### src/rtl/cp0_exc_sequencer_pkg.sv
// ============================================================================
// Module   : cp0_exc_sequencer_pkg
// Brief    : Shared types and constants for the CP0 exception write sequencer.
// Revision : 1.0 - initial release
// ============================================================================
`default_nettype none

package cp0_exc_sequencer_pkg;

    typedef enum logic [3:0] {
        S_IDLE       = 4'd0,
        S_EPC        = 4'd1,
        S_BADV       = 4'd2,
        S_CAUSE      = 4'd3,
        S_STAT       = 4'd4,
        S_REDIR      = 4'd5,
        S_ERET_STAT  = 4'd6,
        S_ERET_REDIR = 4'd7
    } state_t;

    localparam logic [4:0] c_EXC_INT  = 5'd0;
    localparam logic [4:0] c_EXC_ADEL = 5'd4;
    localparam logic [4:0] c_EXC_ADES = 5'd5;
    localparam logic [4:0] c_EXC_SYS  = 5'd8;
    localparam logic [4:0] c_EXC_BP   = 5'd9;
    localparam logic [4:0] c_EXC_RI   = 5'd10;
    localparam logic [4:0] c_EXC_OV   = 5'd12;

    localparam int c_STATUS_EXL = 1;
    localparam int c_STATUS_ERL = 2;
    localparam int c_STATUS_BEV = 22;

    localparam logic [31:0] c_BEV_VECTOR   = 32'hBFC0_0380;
    localparam logic [11:0] c_GEN_OFFSET   = 12'h180;

    localparam logic [4:0] c_CP0_BADVADDR = 5'd8;
    localparam logic [4:0] c_CP0_STATUS   = 5'd12;
    localparam logic [4:0] c_CP0_CAUSE    = 5'd13;
    localparam logic [4:0] c_CP0_EPC      = 5'd14;
    localparam logic [2:0] c_CP0_SEL0     = 3'd0;

    function automatic logic is_addr_exc(input logic [4:0] code);
        return (code == c_EXC_ADEL) || (code == c_EXC_ADES);
    endfunction

endpackage

`default_nettype wire

### src/rtl/exc_vector_calc.sv
// ============================================================================
// Module   : exc_vector_calc
// Brief    : Combinational exception vector selection from Status.BEV / EBase.
// Revision : 1.0 - initial release
// ============================================================================
`default_nettype none

module exc_vector_calc
    import cp0_exc_sequencer_pkg::*;
(
    input  logic [31:0] status,
    input  logic [31:0] ebase,
    output logic [31:0] vector
);

    logic w_unused;

    assign vector   = status[c_STATUS_BEV] ? c_BEV_VECTOR : {ebase[31:12], c_GEN_OFFSET};
    assign w_unused = &{1'b0, status[31:23], status[21:0], ebase[11:0]};

endmodule

`default_nettype wire

### src/rtl/cp0_exc_sequencer.sv
// ============================================================================
// Module   : cp0_exc_sequencer
// Brief    : Owns the CP0 write port; sequences exception/ERET writes and MTC0.
//            Optional BadVAddr write slot enabled by CP0_SEQ_BADVADDR_EN.
// Revision : 1.0 - initial release
// ============================================================================
`default_nettype none

module cp0_exc_sequencer
    import cp0_exc_sequencer_pkg::*;
(
    input  logic        clk,
    input  logic        rst,
    input  logic        exc_valid,
    output logic        exc_ready,
    input  logic [4:0]  exc_code,
    input  logic [31:0] exc_pc,
    input  logic        exc_bd,
    input  logic [31:0] exc_badvaddr,
    input  logic        eret_valid,
    output logic        eret_ready,
    input  logic        mtc0_valid,
    input  logic [4:0]  mtc0_addr,
    input  logic [2:0]  mtc0_sel,
    input  logic [31:0] mtc0_data,
    output logic        mtc0_ready,
    input  logic [31:0] cp0_status,
    input  logic [31:0] cp0_cause,
    input  logic [31:0] cp0_epc,
    input  logic [31:0] cp0_ebase,
    input  logic [31:0] cp0_errorepc,
    output logic        cp0_we,
    output logic [4:0]  cp0_addr,
    output logic [2:0]  cp0_sel,
    output logic [31:0] cp0_wdata,
    output logic        redirect_valid,
    output logic [31:0] redirect_pc,
    output logic        busy
);

    state_t      r_state, w_next;
    logic [31:0] r_status, r_cause, r_ebase, r_epc, r_errorepc, r_pc;
    logic [4:0]  r_code;
    logic        r_bd;
`ifdef CP0_SEQ_BADVADDR_EN
    logic [31:0] r_badvaddr;
`endif
    logic        w_idle, w_exc_acc, w_eret_acc, w_mtc0_acc;
    logic        w_cause_bd;
    logic [31:0] w_exc_vector, w_exc_status, w_eret_status;
    logic        w_unused;

    assign w_idle     = (r_state == S_IDLE) && !rst;
    assign w_exc_acc  = w_idle && exc_valid;
    assign w_eret_acc = w_idle && eret_valid && !exc_valid;
    assign w_mtc0_acc = w_idle && mtc0_valid && !exc_valid && !eret_valid;

    assign exc_ready  = w_exc_acc;
    assign eret_ready = w_eret_acc;
    assign mtc0_ready = w_mtc0_acc;
    assign busy       = (r_state != S_IDLE) && !rst;

    // A nested exception keeps the BD recorded by the original one.
    assign w_cause_bd = r_status[c_STATUS_EXL] ? r_cause[31] : r_bd;

    always_comb begin
        w_exc_status = r_status;
        w_exc_status[c_STATUS_EXL] = 1'b1;
        w_eret_status = r_status;
        if (r_status[c_STATUS_ERL]) w_eret_status[c_STATUS_ERL] = 1'b0;
        else                        w_eret_status[c_STATUS_EXL] = 1'b0;
    end

    exc_vector_calc u_vector (
        .status (r_status),
        .ebase  (r_ebase),
        .vector (w_exc_vector)
    );

    always_ff @(posedge clk) begin
        if (rst) begin
            r_state    <= S_IDLE;
            r_status   <= '0;
            r_cause    <= '0;
            r_ebase    <= '0;
            r_epc      <= '0;
            r_errorepc <= '0;
            r_pc       <= '0;
            r_code     <= '0;
            r_bd       <= 1'b0;
        end else begin
            r_state <= w_next;
            if (w_exc_acc || w_eret_acc) begin
                r_status   <= cp0_status;
                r_cause    <= cp0_cause;
                r_ebase    <= cp0_ebase;
                r_epc      <= cp0_epc;
                r_errorepc <= cp0_errorepc;
                r_pc       <= exc_pc;
                r_code     <= exc_code;
                r_bd       <= exc_bd;
            end
        end
    end

`ifdef CP0_SEQ_BADVADDR_EN
    always_ff @(posedge clk) begin
        if (rst)                          r_badvaddr <= '0;
        else if (w_exc_acc || w_eret_acc) r_badvaddr <= exc_badvaddr;
    end
    assign w_unused = &{1'b0, r_cause[6:2]};
`else
    assign w_unused = &{1'b0, r_cause[6:2], exc_badvaddr};
`endif

    always_comb begin
        w_next         = r_state;
        cp0_we         = 1'b0;
        cp0_addr       = '0;
        cp0_sel        = '0;
        cp0_wdata      = '0;
        redirect_valid = 1'b0;
        redirect_pc    = '0;
        case (r_state)
            S_IDLE: begin
                if (w_exc_acc)       w_next = S_EPC;
                else if (w_eret_acc) w_next = S_ERET_STAT;
                else if (w_mtc0_acc) begin
                    cp0_we    = 1'b1;
                    cp0_addr  = mtc0_addr;
                    cp0_sel   = mtc0_sel;
                    cp0_wdata = mtc0_data;
                end
            end
            S_EPC: begin
                if (!r_status[c_STATUS_EXL]) begin
                    cp0_we    = 1'b1;
                    cp0_addr  = c_CP0_EPC;
                    cp0_sel   = c_CP0_SEL0;
                    cp0_wdata = r_bd ? (r_pc - 32'd4) : r_pc;
                end
`ifdef CP0_SEQ_BADVADDR_EN
                w_next = S_BADV;
`else
                w_next = S_CAUSE;
`endif
            end
            S_BADV: begin
`ifdef CP0_SEQ_BADVADDR_EN
                if (is_addr_exc(r_code)) begin
                    cp0_we    = 1'b1;
                    cp0_addr  = c_CP0_BADVADDR;
                    cp0_sel   = c_CP0_SEL0;
                    cp0_wdata = r_badvaddr;
                end
`endif
                w_next = S_CAUSE;
            end
            S_CAUSE: begin
                cp0_we    = 1'b1;
                cp0_addr  = c_CP0_CAUSE;
                cp0_sel   = c_CP0_SEL0;
                cp0_wdata = {w_cause_bd, r_cause[30:7], r_code, r_cause[1:0]};
                w_next    = S_STAT;
            end
            S_STAT: begin
                cp0_we    = 1'b1;
                cp0_addr  = c_CP0_STATUS;
                cp0_sel   = c_CP0_SEL0;
                cp0_wdata = w_exc_status;
                w_next    = S_REDIR;
            end
            S_REDIR: begin
                redirect_valid = 1'b1;
                redirect_pc    = w_exc_vector;
                w_next         = S_IDLE;
            end
            S_ERET_STAT: begin
                cp0_we    = 1'b1;
                cp0_addr  = c_CP0_STATUS;
                cp0_sel   = c_CP0_SEL0;
                cp0_wdata = w_eret_status;
                w_next    = S_ERET_REDIR;
            end
            S_ERET_REDIR: begin
                redirect_valid = 1'b1;
                redirect_pc    = r_status[c_STATUS_ERL] ? r_errorepc : r_epc;
                w_next         = S_IDLE;
            end
            default: w_next = S_IDLE;
        endcase
        // An abandoned sequence must not leak a write or redirect in the reset cycle.
        if (rst) begin
            cp0_we         = 1'b0;
            cp0_addr       = '0;
            cp0_sel        = '0;
            cp0_wdata      = '0;
            redirect_valid = 1'b0;
            redirect_pc    = '0;
        end
    end

endmodule

`default_nettype wire
### config.mk
export PLATFORM = sky130hd
export DESIGN_NAME = cp0_exc_sequencer
export DESIGN_NICKNAME = d
export VERILOG_FILES = /design/src/rtl/cp0_exc_sequencer_pkg.sv /design/src/rtl/exc_vector_calc.sv /design/src/rtl/cp0_exc_sequencer.sv
export SDC_FILE = /design/constraint.sdc
export NUM_CORES = 1
export LEC_CHECK = 0
export CAP_MARGIN = 20
export CELL_PAD_IN_SITES_DETAIL_PLACEMENT = 0
export CELL_PAD_IN_SITES_GLOBAL_PLACEMENT = 2
export CORE_MARGIN = 5
export CORE_UTILIZATION = 25
export DETAILED_ROUTE_END_ITERATION = 10
export PLACE_DENSITY = 0.93
export SETUP_SLACK_MARGIN = 0.05
export SLEW_MARGIN = 20
export SYNTH_ARGS = -nofsm -noshare
export SYNTH_HDL_FRONTEND = slang
export SYNTH_SLANG_ARGS = --single-unit
### constraint.sdc
create_clock -name clk -period 3.2 [get_ports clk]
set_clock_uncertainty 0.1 [all_clocks]
set_input_delay 0.32 -clock clk [delete_from_list [all_inputs] [get_ports clk]]
set_output_delay 0.32 -clock clk [all_outputs]
set_load 0.005 [all_outputs]
==> results.json <==
{
  "grt_use_total": 0.169,
  "vias_per_cell": 4.77,
  "routed_wl_um": 33400,
  "yosysUniqueCellTypes": 50,
  "power_density_nw_per_um2": 626,
  "area_delta_synth_final_pct": 49.8,
  "worst_pin_slew_ns": 0.807,
  "total_power_w": 0.00807,
  "synth_flop_cell": "dfxtp_1",
  "synthArstFlopShare": 0,
  "gp_congestion": 0.835,
  "final_max_slew_viol_count": 0,
  "synth_edf_count": 0,
  "netlist_area_um2": 8610,
  "min_delay_path_depth": 3,
  "cp_max_fo": 5,
  "fin_nets": 1674,
  "vias": 8896,
  "synth_top_cell_by_area": "dfxtp_1",
  "die_w_um": 196,
  "port_buffers": 303,
  "start_util": 0.251,
  "grt_pass1_vias": 8779,
  "insertion_delay_ns": 0.44,
  "drtAntennaViolNets": 0,
  "grt_max_degree": 111,
  "outcome": "finished clean",
  "drc_errors": 0,
  "cts_tree": "yes",
  "critPathLaunchType": "flop",
  "synth_cells": 1127,
  "netlist.area_leader.share": 0.428,
  "netlist_top_cells_count": "nand2_1 (395), a21oi_1 (198), dfxtp_1 (184), clkbuf_1 (42), nor2_1 (37)",
  "critPathMaxStageDelay_ns": 0.54,
  "dp_hpwl_um": 23600,
  "setup-violations-final": 0,
  "max_freq_ghz": 0.326,
  "avgSynthCellArea_um2": 7.64,
  "path_cells": "nor4_4 -> buf_4 -> nand4_2 -> nor4_4 -> xnor2_1 -> o22ai_1 -> clkdlybuf4s50_1",
  "io_pins": 353,
  "timing.setup.tns_ns": 0,
  "crit_type": "flop to primary output",
  "rsz0062_at_grt": "true",
  "num-fill-cells": 3538,
  "drt-pass1-iter-count": 8,
  "max-cap-violations": 0,
  "finalCritPeriodShare": 0.957,
  "hp-class": "primary input to flop",
  "cp-end-kind": "primary output",
  "yosysSeqAreaShare": 0.428,
  "cts_buffer_depth": 2,
  "r2r_slack_ns": 1.00,
  "cts_buffers": 17,
  "min_period_ns": 3.06,
  "crit_required_ns": 2.78,
  "r2r_cells": 5,
  "synth_nets": 1406,
  "die_h_um": 196,
  "clk_pin_slew_ns": 0.08,
  "cts_root_buf": "clkbuf_16",
  "fin_hold_ws_ns": 0.306,
  "yosysMostFrequentCell": "nand2_1",
  "hold_viol_final": 0,
  "placementRows": 68,
  "synth_area_leaders": "dfxtp_1 (43%), nand2_1 (17%), a21oi_1 (12%), mux2i_1 (3.7%), a222oi_1 (3.6%)",
  "ys_ff_latch": 184,
  "crit_arrival_ns": 2.64,
  "slew_headroom": 0.462,
  "h-tree-depth": 4,
  "power.leakage_nw": 4.38,
  "first_iter_violations": 776,
  "worst_ir_drop_vdd_v": 0.000374,
  "cts_num_sinks": 184,
  "layout-drive-gt1-share": 0.0774,
  "grt_pass1_wl_um": 51000,
  "coreArea_um2": 34300,
  "dieArea_um2": 38300,
  "crit_path_top_delay_cell": "clkdlybuf4s50_1",
  "path_common_cell": "nor4_4",
  "antenna_found_initial": 9,
  "overflow": 0,
  "wl_per_cell_um": 17.9,
  "yosys_warnings": 0
}
-- stage by stage --
| stage | utilization | instance area (um^2) | std cells | setup slack [ns] |
|---|---|---|---|---|
| floorplan | - | 8610 | 1127 | 1.15 |
| global placement | 0.351 | 12000 | 1821 | 0.216 |
| detailed placement | 0.351 | 12000 | 1821 | 0.177 |
| CTS | 0.373 | 12800 | 1860 | 0.0570 |
| global route | 0.376 | 12900 | 1864 | 0.00334 |
| finish | 0.376 | 12900 | 1864 | 0.136 |
-- critical path, delay by kind of cell (launching register included) --
kind	cells	cell delay, ns
and+or+nand+nor	3	0.80
buffers and inverters	2	0.72
DFF	1	0.41
AOI/OAI and AO/OA	1	0.17
xor gates and xnor gates	1	0.10
-- routing by layer --
layer  vias to the layer above  wire, um  global-route usage
met5                         -        62                   0
met4                        10       707              0.0512
met3                        47      3060              0.0606
met2                       315     15300               0.267
met1                      4143     14300               0.218
li1                       4381         -                   -
-- cells in the final DEF, fill, tap and decap left out, types with 17 or more instances in the layout --
master	count
nand2_1	395
clkdlybuf4s50_1	294
a21oi_1	198
dfxtp_1	177
nor2_1	34
mux2i_1	32
a222oi_1	31
o22ai_1	28
buf_4	26
xnor2_1	17
clkbuf_16	17
-- sequential cells by signal, summed over array words and instances (netlist names) --
signal,flops
r_bd,1
r_cause,27
r_code,5
r_ebase,20
r_epc,32
r_errorepc,32
r_pc,32
r_state,3
r_status,32
-- kinds of logic (layout without fill, tap and decap cells) --
kind of cell    after synthesis  count (layout)  share of synthesized area
mux                          33              33                     0.0385
buf+inv                      99             380                     0.0631
compound gates              290             290                      0.195
xor+xnor                     24              24                     0.0244
flops                       184             184                      0.428
other cells                   0               1                          0
simple gates                493             493                      0.245
fa+ha+maj                     4               4                    0.00581
-- worst paths after layout --
| path | from | end |
|---|---|---|
| worst max-delay path | r_pc[13] | cp0_wdata[25] |
| worst min-delay path | cp0_errorepc[9] | r_errorepc[9] |
| worst max register to register | r_state[2] | r_status[20] |
| worst min register to register | r_errorepc[6] | r_errorepc[6] |
-- repair_timing --
| action | 4_1_cts | 5_1_grt |
|---|---|---|
| setup endpoints to repair | 35 | 23 |
| pin swaps | 5 | 3 |
| gates resized for setup | 15 | 19 |
| setup buffers | 7 | 3 |
| hold buffers | 0 | 0 |
-- where the power goes --
group          total [W]  switching [W]  internal, W
logic            0.00280        0.00159      0.00121
registers        0.00304       0.000343      0.00269
clock network    0.00224        0.00105      0.00119
total            0.00807        0.00298      0.00509
-- area by class of cell --
| type | instances | area (um^2) | share of cell area |
|---|---|---|---|
| multi-input combinational | 844 | 4520 | 0.350 |
| sequential | 184 | 3690 | 0.287 |
| timing repair buffer | 340 | 3470 | 0.269 |
| tap | 455 | 569 | 0.0441 |
| clock buffer | 17 | 425 | 0.0330 |
| clock inverter | 15 | 189 | 0.0147 |
| inverter | 8 | 30.0 | 0.00233 |
| antenna | 1 | 2.50 | 0.000194 |
Power figures use the tool's default switching activity.
